===== src/rtl/pipeline_8bit_subtractor.sv =====
// pipeline_8bit_subtractor: two-stage pipelined a - b - bin, split at the half-width boundary.
// Ports:
//   clk, rst (async, active-low)
//   in_valid/in_ready, a, b, bin     : operand handshake
//   out_valid/out_ready, diff, bout  : result handshake, borrow-out
//   zero, ovf                        : diff == 0, signed overflow
// Optional macro SUB_SATURATE_EN: unsigned saturation (diff forced to 0 on final borrow).
module pipeline_8bit_subtractor #(
  parameter int WIDTH = 8
) (
  input  logic             clk,
  input  logic             rst,
  input  logic             in_valid,
  output logic             in_ready,
  input  logic [WIDTH-1:0] a,
  input  logic [WIDTH-1:0] b,
  input  logic             bin,
  output logic             out_valid,
  input  logic             out_ready,
  output logic [WIDTH-1:0] diff,
  output logic             bout,
  output logic             zero,
  output logic             ovf
);
  localparam int H = WIDTH / 2;
  localparam int L = WIDTH - H;
  logic             v1, br1, adv1, adv2;
  logic [H-1:0]     lo1;
  logic [L-1:0]     a_hi, b_hi;
  logic [H:0]       lo_n;
  logic [L:0]       hi_n;
  logic [WIDTH-1:0] raw, res;
  assign adv2     = v1 && (!out_valid || out_ready);
  assign in_ready = !v1 || adv2;
  assign adv1     = in_valid && in_ready;
  // the extra top bit of each half-subtraction is its borrow
  assign lo_n = {1'b0, a[H-1:0]} - {1'b0, b[H-1:0]} - (H+1)'(bin);
  assign hi_n = {1'b0, a_hi} - {1'b0, b_hi} - (L+1)'(br1);
  assign raw  = {hi_n[L-1:0], lo1};
`ifdef SUB_SATURATE_EN
  assign res = hi_n[L] ? '0 : raw;
`else
  assign res = raw;
`endif
  always_ff @(posedge clk or negedge rst) begin
    if (!rst) begin
      v1        <= 1'b0;
      lo1       <= '0;
      br1       <= 1'b0;
      a_hi      <= '0;
      b_hi      <= '0;
      out_valid <= 1'b0;
      diff      <= '0;
      bout      <= 1'b0;
      zero      <= 1'b0;
      ovf       <= 1'b0;
    end else begin
      v1        <= adv1 ? 1'b1 : (adv2 ? 1'b0 : v1);
      out_valid <= adv2 ? 1'b1 : (out_ready ? 1'b0 : out_valid);
      if (adv1) begin
        lo1  <= lo_n[H-1:0];
        br1  <= lo_n[H];
        a_hi <= a[WIDTH-1:H];
        b_hi <= b[WIDTH-1:H];
      end
      if (adv2) begin
        diff <= res;
        bout <= hi_n[L];
        zero <= res == '0;
        // overflow uses the unsaturated result
        ovf  <= (a_hi[L-1] != b_hi[L-1]) && (raw[WIDTH-1] != a_hi[L-1]);
      end
    end
  end
endmodule


===== config.mk =====
export PLATFORM = sky130hd
export DESIGN_NAME = pipeline_8bit_subtractor
export DESIGN_NICKNAME = d
export VERILOG_FILES = /design/src/rtl/pipeline_8bit_subtractor.sv
export SDC_FILE = /design/constraint.sdc
export NUM_CORES = 1
export LEC_CHECK = 0
export CELL_PAD_IN_SITES_DETAIL_PLACEMENT = 0
export CELL_PAD_IN_SITES_GLOBAL_PLACEMENT = 1
export CORE_ASPECT_RATIO = 1.1
export CORE_MARGIN = 3
export CORE_UTILIZATION = 41
export DETAILED_ROUTE_END_ITERATION = 10
export PLACE_DENSITY_LB_ADDON = 0.1
export SYNTH_ARGS = -nofsm -noshare
export SYNTH_HDL_FRONTEND = slang
export SYNTH_SLANG_ARGS = --single-unit

===== constraint.sdc =====
create_clock -name clk -period 2.95 [get_ports clk]
set_input_delay 0.59 -clock clk [delete_from_list [all_inputs] [get_ports clk]]
set_output_delay 0.59 -clock clk [all_outputs]
set_load 0.02 [all_outputs]

======== Word level (Yosys, flattened, before mapping) ========
Index checks and enable logic that the tools add are counted.
storage, ports and cells
  register bits ........................... 26
  latch bits .............................. 0
  bits in writable memories ............... 0
  bits in read-only memories .............. 0
  output and inout bits ................... 13
  logic and storage cells ................. 30
  memories ................................ 0
cells by class
  add/sub/neg operators ................... 4
  multipliers ............................. 0
  div/mod/pow operators ................... 0
  order comparisons ....................... 0
  equal/unequal tests ..................... 2
  shift operators ......................... 0
  mux-type cells .......................... 4
  bitwise logic cells ..................... 0
  reduce and logical (&&, ||, !) cells .... 10
operators with widths
  kind                                         count
  4-bit by 4-bit subtractor with 5-bit output  2
  5-bit by 1-bit subtractor with 5-bit output  2
  8-bit logical NOT                            1
  1-bit two-way mux                            4
  2-bit nonzero test                           2
  1-bit logical AND                            3
  1-bit logical NOT                            2
  1-bit logical OR                             2
  1-bit != test                                2

======== Logic depth before layout (Yosys ltp) ========
Gate-level depths: netlist of the first run.
  depth after elaboration ................. 6
  depth in mapped cells ................... 8

======== Worst setup path before layout of the first run ========
Ideal clock, no wire load.
  path type ............................... input-to-reg
  from .................................... input b[0]
  to ...................................... register br1
  data arrival time ....................... 1974 ps
  slack ................................... 848 ps
  stages .................................. 7
  cells stage by stage .................... inv_1 -> fa_1 -> fa_1 -> nand2b_1 -> a21oi_1 -> xnor2_1 -> o21ai_0
between the ends
  word-level cells in the longest chain between the ends .. 2
ends and longest elaborated chain
  item                                         RTL line  source
  from (decl)                                  16        input logic [WIDTH-1:0] b,
  4-bit by 4-bit subtractor with 5-bit output  37        assign lo_n = {1'b0, a[H-1:0]} - {1'b0, b[H-1:0]} - (H+1)'(bin);
  5-bit by 1-bit subtractor with 5-bit output  37
  to (signal assigned)                         62        br1 <= lo_n[H];
  to (decl)                                    27        logic v1, br1, adv1, adv2;
No other way between the ends.
A chain may end at the register's enable or synchronous reset.

======== Final worst setup path of the first run ========
  from .................................... input out_ready
  to ...................................... output in_ready
between the ends
  word-level cells in the longest chain between the ends .. 3
ends and longest elaborated chain
  item               RTL line  source
  from (decl)        19        input logic out_ready,
  1-bit logical OR   33        assign adv2 = v1 && (!out_valid || out_ready);
  1-bit logical AND  33
  1-bit logical OR   34        assign in_ready = !v1 || adv2;
  to (decl)          14        output logic in_ready,
No other way between the ends.

==> reports/results.tsv, run 1 <==
stage	metric	value	unit
clocking	clk root buf	clkbuf_4	
routing	post-route ant nets	0	
setup_path	largest stage delay on the critical path	630	ps
setup_path	Worst setup EP type	output port	
clocking	CTS max path bufs	2	
grt	All-Layer GR Usage	0.1232	
worst_hold_path	HP Class	flip-flop to flip-flop	
floorplan	num rows	21	
setup_path	WP buf/inv	2	
synth	post-synthesis compound-gate area fraction	0.05456	
cells_and_area	layout cells sized above 1	0.1474	
clocking	Clk Latency, worst-skew pair	320	ps
floorplan	die width	61.69	µm
power	Sw Share	0.3407	
placement	IO Port Bufs	33	
floorplan	Core Box Area	3153	µm²
synth	area of the mapped netlist	1399	µm²
grt	vias in the first global route	891	
clocking	CTS tree	done	
job	Max-Cap Viols	0	
timing	fmax	410.0	MHz
synth	Mean Syn Cell Area	11.66	µm²
power	Logic pwr share	0.444	
floorplan	die extent in y	67.26	µm
synth	largest family of logic cells by synthesized area	adder cells	
synth	Mapped Nets	157	
timing	unrepaired setup endpoints after global routing	no	
timing	min cycle time layout	2439	ps
synth	number of distinct library cells after synthesis	19	
synth	main area contributors after synthesis	dfrtp_1 47%, mux2_2 11%, ha_1 11%, fa_1 5.7%, xnor2_1 5.6%	
grt	largest net degree at the start of global routing	27	
routing	DR pass1 iterations	2	
routing	Total Wirelength	2.228	mm
power	internal power	814.3	µW
synth	Seq/Total Area, Yosys	0.4651	
clocking	Worst-path clk slew	150	ps
floorplan	I/O Pins	34	
routing	drt drc	0	
power	Clock power frac	0.145	
timing	setup_tns	0	ps
clocking	number of clock sinks	26	
timing	Slew HR	0.7766	
grt	remaining global-route overflow	0	
cells_and_area	nets@finish	194	
cells_and_area	commonest non-fill, non-tap cell in the layout	clkdlybuf4s50_1	
synth	Synth top area share	0.4651	
power	Psw	420.8	µW
cells_and_area	n_diodes	0	
timing	Hold Fails Final Rpt	0	
power	worst vdd ir	0.1991	mV
setup_path	CP required	2360	ps
routing	initial detailed-routing violation count	25	
setup_path	critical path data arrival time	1850	ps
synth	Post-Syn Instances	120	
timing	Max Clock Skew	14.26	ps
synth	xor-xnor portion of the synthesized cell area	0.06261	
synth	Post-Synth Adder-Cell Area	0.1646	
power	pwr/cell area	683.6	nW/µm²
grt	first-pass GRT wire length	3.753	mm
floorplan	initial core utilization	0.4437	
timing	Slew @ Worst Pin	333.9	ps
grt	antenna violations before repair	0	
timing	WHS	495.7	ps
clocking	H-tree depth	1	
floorplan	Die Area	4149	µm²
setup_path	Slowest cell on crit path	clkdlybuf4s50_1	
clocking	Inserted Clock Buffers	3	
timing	fin crit share	0.8267	
clocking	setup repair bufs after CTS	0	
synth	post-synth top area cell	dfrtp_1	
setup_path	worst setup path class	input port to output port	
synth	Simple-Gate Fraction of Synth Area	0.09123	
setup_path	worst path cell trace	clkdlybuf4s50_1, nand3b_1, clkdlybuf4s50_1	
synth	post-synthesis mux area share	0.1127	
setup_path	crit-path max FO	3	
routing	vias per cell	4.842	
placement	GPL Wtd Cong	0.6921	
clocking	# resized after CTS	0	
setup_path	Worst Setup Start Kind	input port	
synth	Synth warnings	0	
setup_path	Largest delay share family, worst path	buffers and inverters	
synth	number of synthesized register bits	26	
power	P_leak	0.8153	nW
power	Flop pwr share	0.411	
clocking	hold_buf cts	0	
timing	Final Max Slew Viols	0	
cells_and_area	most frequent cells in the layout	33 x clkdlybuf4s50_1, 26 x dfrtp_1, 16 x inv_1, 14 x mux2_2, 12 x ha_1	
timing	Setup-failing EPs final	0	
run_status	status	finished clean	
cells_and_area	Area Overhead vs Synth	29.16	%
placement	DP HPWL	1.847	mm
routing	via count	920	
routing	drt wl/cell	11.73	µm
setup_path	most used cell, CP	clkdlybuf4s50_1	
-- synth_stat cells --
library cell  count
a22o_1            1
o31ai_1           1
nand2_2           2
nand3b_1          3
inv_1            16
buf_2             1
xnor2_1           9
or4_4             1
nand2b_1          5
xor2_1            1
a21oi_1           2
o21ai_0          10
clkbuf_1          1
nor4_2            1
fa_1              4
nand2_1          10
dfrtp_1          26
ha_1             12
mux2_2           14
-- per-layer routing --
layer / vias to the layer above / wire length (µm) / global-route usage
met5: - / 0 / 0
met2: 25 / 1088 / 0.2003
met3: 4 / 110 / 0.02294
li1: 463 / - / -
met1: 428 / 982 / 0.1494
met4: 0 / 46 / 0.07162
-- power groups by stage --
| stage | Clock (mW) | Sequential (mW) | Combinational [mW] |
|---|---|---|---|
| after CTS | 0.188 | 0.510 | 0.559 |
| after global placement | 0 | 0.513 | 0.546 |
| final | 0.179 | 0.508 | 0.549 |
| after floorplan | 0 | 0.586 | 0.268 |
| after global routing | 0.204 | 0.523 | 0.610 |
| after detailed placement | 0 | 0.519 | 0.558 |
-- kinds of logic after synthesis --
kind of cell / count (synthesis)
flip-flops: 26
XOR/XNOR: 10
multiplexers: 14
AO/OA/AOI/OAI: 14
adder cells (fa/ha/maj): 16
buffers and inverters: 18
AND/OR/NAND/NOR: 22
-- per-stage QoR --
step | setup WS (ps) | util | area, µm² | instances | total power, mW
after detailed placement | 273.2 | 0.5615 | 1770 | 186 | 1.077
after global routing | 463.4 | 0.5730 | 1807 | 190 | 1.337
after global placement | 319.0 | 0.5615 | 1770 | 186 | 1.059
after CTS | 499.5 | 0.5730 | 1807 | 190 | 1.258
after floorplan | 847.8 | - | 1399 | 120 | 0.8538
final | 511.1 | 0.5730 | 1807 | 190 | 1.235
-- path summary, 6_finish.rpt --
path	slack, ps	from	cells after the start	endpoint
max	510	out_ready	3	in_ready
min	500	ovf$_DFFE_PN0P_	2	ovf$_DFFE_PN0P_
max reg2reg	930	br1$_DFFE_PN0P_	7	bout$_DFFE_PN0P_
min reg2reg	500	ovf$_DFFE_PN0P_	2	ovf$_DFFE_PN0P_
max in group asynchronous	2090	rst	2	lo1[3]$_DFFE_PN0P_
min in group asynchronous	610	rst	2	b_hi[2]$_DFFE_PN0P_
-- cell type report --
class | instances | area [µm²]
fillers | 296 | 1346
multi-input cells | 76 | 679.4
flip-flops and latches | 26 | 650.6
repair buffers | 34 | 337.8
inverters | 16 | 60.06
well taps | 34 | 42.54
clock buffers | 4 | 36.28
-- sequential cells by signal, indices dropped and copies added, names as in the netlist --
register and cells:
a_hi 4, ovf 1, b_hi 4, lo1 4
diff 8, out_valid 1, bout 1, v1 1
zero 1, br1 1
-- worst reg2reg max path: cells and delay by family, from the launching register on --
| family | cells | cell delay (ps) |
|---|---|---|
| AOI/OAI and AO/OA | 2 | 280 |
| adders and majority gates | 2 | 910 |
| and+or+nand+nor | 1 | 160 |
| xor gates and xnor gates | 1 | 130 |
| DFF | 1 | 370 |
| buffers and inverters | 1 | 60 |
(Power assumes the default switching activity.)
==> inputs of run 2 (changes only) <==
--- a/config.mk
+++ b/config.mk
@@ -9,7 +9,7 @@
 export CELL_PAD_IN_SITES_GLOBAL_PLACEMENT = 1
 export CORE_ASPECT_RATIO = 1.1
 export CORE_MARGIN = 3
-export CORE_UTILIZATION = 41
+export CORE_UTILIZATION = 34
 export DETAILED_ROUTE_END_ITERATION = 10
 export PLACE_DENSITY_LB_ADDON = 0.1
 export SYNTH_ARGS = -nofsm -noshare
==> constraint.sdc (replaced) <==
create_clock -name clk -period 2.24 [get_ports clk]
set_input_delay 0.448 -clock clk [delete_from_list [all_inputs] [get_ports clk]]
set_output_delay 0.448 -clock clk [all_outputs]
set_load 0.02 [all_outputs]
==> reports/results.tsv, run 2 (same netlist as run 1, synthesis figures left out) <==
stage	metric	value	unit	change
clocking	Inserted Clock Buffers	3		unchanged
power	Clock power frac	0.174		+0.029
clocking	CTS tree	done		
routing	initial detailed-routing violation count	16		-36%
power	worst vdd ir	0.2412	mV	+21%
floorplan	Die Area	4921	µm²	+19%
timing	fmax	468.7	MHz	
cells_and_area	register area	650.6	µm²	unchanged
grt	vias in the first global route	992		+11%
placement	GPL Wtd Cong	0.7082		+2.3%
cells_and_area	fillers	384		+30%
routing	via count	942		+2.4%
run_status	status	finished clean		
timing	setup ws final	106.5	ps	-404.7 ps
clocking	clk root buf	clkbuf_8		
timing	min cycle time layout	2134	ps	
cells_and_area	number of flip-flops in the largest register	8		unchanged
floorplan	die extent in y	73.28	µm	+8.9%
power	Psw	562.1	µW	+34%
setup_path	worst setup path class	input port to output port		
timing	unrepaired setup endpoints after global routing	no		
cells_and_area	Area Overhead vs Synth	32.92	%	
routing	DR pass1 iterations	4		+2
cells_and_area	n_diodes	0		unchanged
setup_path	critical path data arrival time	1690	ps	-160 ps
placement	Cells after DPL	203		+9.1%
grt	antenna violations before repair	0		unchanged
routing	drt wl/cell	11.82	µm	+0.81%
timing	Max Clock Skew	2.626	ps	-11.63 ps
setup_path	crit-path max FO	3		unchanged
power	Logic pwr share	0.431		-0.013
power	Sw Share	0.3311		-0.009632
power	internal power	1.136	mW	+39%
power	Final Total Pwr	1.698	mW	+37%
floorplan	num rows	23		+9.5%
grt	first-pass GRT wire length	4.333	mm	+15%
cells_and_area	Util after Layout	0.4895		-0.08356
clocking	hold_buf cts	0		unchanged
grt	largest net degree at the start of global routing	27		unchanged
routing	post-route ant nets	0		unchanged
worst_hold_path	HP Class	flip-flop to flip-flop		
clocking	number of clock sinks	26		unchanged
placement	DP HPWL	1.956	mm	+5.9%
routing	drt drc	0		unchanged
power	P_leak	0.8273	nW	+1.5%
cells_and_area	area occupied by multi-input gates	685.7	µm²	+0.92%
grt	remaining global-route overflow	0		unchanged
power	pwr/cell area	913.1	nW/µm²	+34%
setup_path	Worst setup EP type	output port		
placement	setup slack at placement	-249.8	ps	-523.1 ps
floorplan	Core Box Area	3799	µm²	+20%
timing	Setup-failing EPs final	0		unchanged
timing	Slew HR	0.7420		-0.03462
cells_and_area	layout cells sized above 1	0.1656		+0.01817
timing	Slew @ Worst Pin	385.6	ps	+51.75 ps
cells_and_area	Biggest register	diff		
routing	vias per cell	4.551		-6.0%
clocking	Clk Latency, worst-skew pair	260	ps	-60 ps
floorplan	initial core utilization	0.3682		-0.07540
timing	Hold Fails Final Rpt	0		unchanged
routing	Total Wirelength	2.447	mm	+9.8%
clocking	H-tree depth	1		unchanged
timing	Final Max Slew Viols	0		unchanged
clocking	Worst-path clk slew	90	ps	-60 ps
floorplan	I/O Pins	34		unchanged
cells_and_area	commonest non-fill, non-tap cell in the layout	clkdlybuf4s50_1		
floorplan	die width	67.16	µm	+8.9%
clocking	CTS max path bufs	2		unchanged
power	Flop pwr share	0.395		-0.016
placement	IO Port Bufs	33		unchanged
cells_and_area	nets@finish	195		+0.52%
setup_path	Worst Setup Start Kind	input port		
timing	setup_tns	0	ps	unchanged
job	Max-Cap Viols	0		unchanged
timing	fin crit share	0.9525		
cells_and_area	most frequent cells in the layout	33 x clkdlybuf4s50_1, 26 x dfrtp_1, 16 x inv_1, 14 x mux2_2, 12 x ha_1		
cells_and_area	Finished Layout Cells	207		+8.9%
setup_path	CP required	1790	ps	-570 ps
grt	All-Layer GR Usage	0.1154		-0.007799
run 2: changes by cell type in the layout (fill, tap and decap cells not counted), sizes merged:
cell / before / now
buf: 1 / 2
run 2: routing by layer:
| metal | part of all wire | global-route usage |
|---|---|---|
| met3 | 0.044 | 0.01835 |
| met2 | 0.52 | 0.2107 |
| met1 | 0.42 | 0.1317 |
| met5 | 0 | 0 |
| met4 | 0.016 | 0.04730 |
run 2: per-stage QoR:
step           instance area, µm²  hold WS, ps
2_1_floorplan                1399        152.4
3_3_place_gp                 1798        461.3
3_5_place_dp                 1798        469.6
4_1_cts                      1853        491.0
5_1_grt                      1859        520.2
6_report                     1859        480.1
run 2: worst max-delay path, stage by stage:
cell	delay (ps)
clkdlybuf4s50_1	460
nand3b_1	160
clkdlybuf4s50_1	630
run 2: power by group through the flow:
| stage | Clock, mW | Sequential (mW) | Combinational, mW |
|---|---|---|---|
| global placement | 0 | 0.676 | 0.725 |
| CTS | 0.312 | 0.674 | 0.744 |
| global route | 0.330 | 0.691 | 0.812 |
| floorplan | 0 | 0.771 | 0.353 |
| detailed placement | 0 | 0.685 | 0.742 |
| finish | 0.295 | 0.671 | 0.731 |
run 2: what timing repair did:
| item | CTS | global route |
|---|---|---|
| buffers inserted | 0 | 0 |
| gates resized for setup | 0 | 3 |
| endpoints found under the setup margin | 0 | 1 |
| endpoints found under the hold margin | 0 | 0 |
run 2: final timing paths:
path                                 start                  to  slack (ps)  cells after the start
min reg2reg                ovf$_DFFE_PN0P_     ovf$_DFFE_PN0P_         480                      2
min                        ovf$_DFFE_PN0P_     ovf$_DFFE_PN0P_         480                      2
max reg2reg                br1$_DFFE_PN0P_    zero$_DFFE_PN0P_         220                      7
min in group asynchronous              rst      v1$_DFFE_PN0P_         550                      2
max                              out_ready            in_ready         110                      3
max in group asynchronous              rst  lo1[2]$_DFFE_PN0P_        1440                      2
run 2: layout make-up:
cell class / count / area share
Timing Repair Buffer: 35 / 0.1857
Clock buffer: 4 / 0.02961
Sequential cell: 26 / 0.3499
Multi-Input combinational cell: 76 / 0.3688
Inverter: 16 / 0.03230
Tap cell: 50 / 0.03365
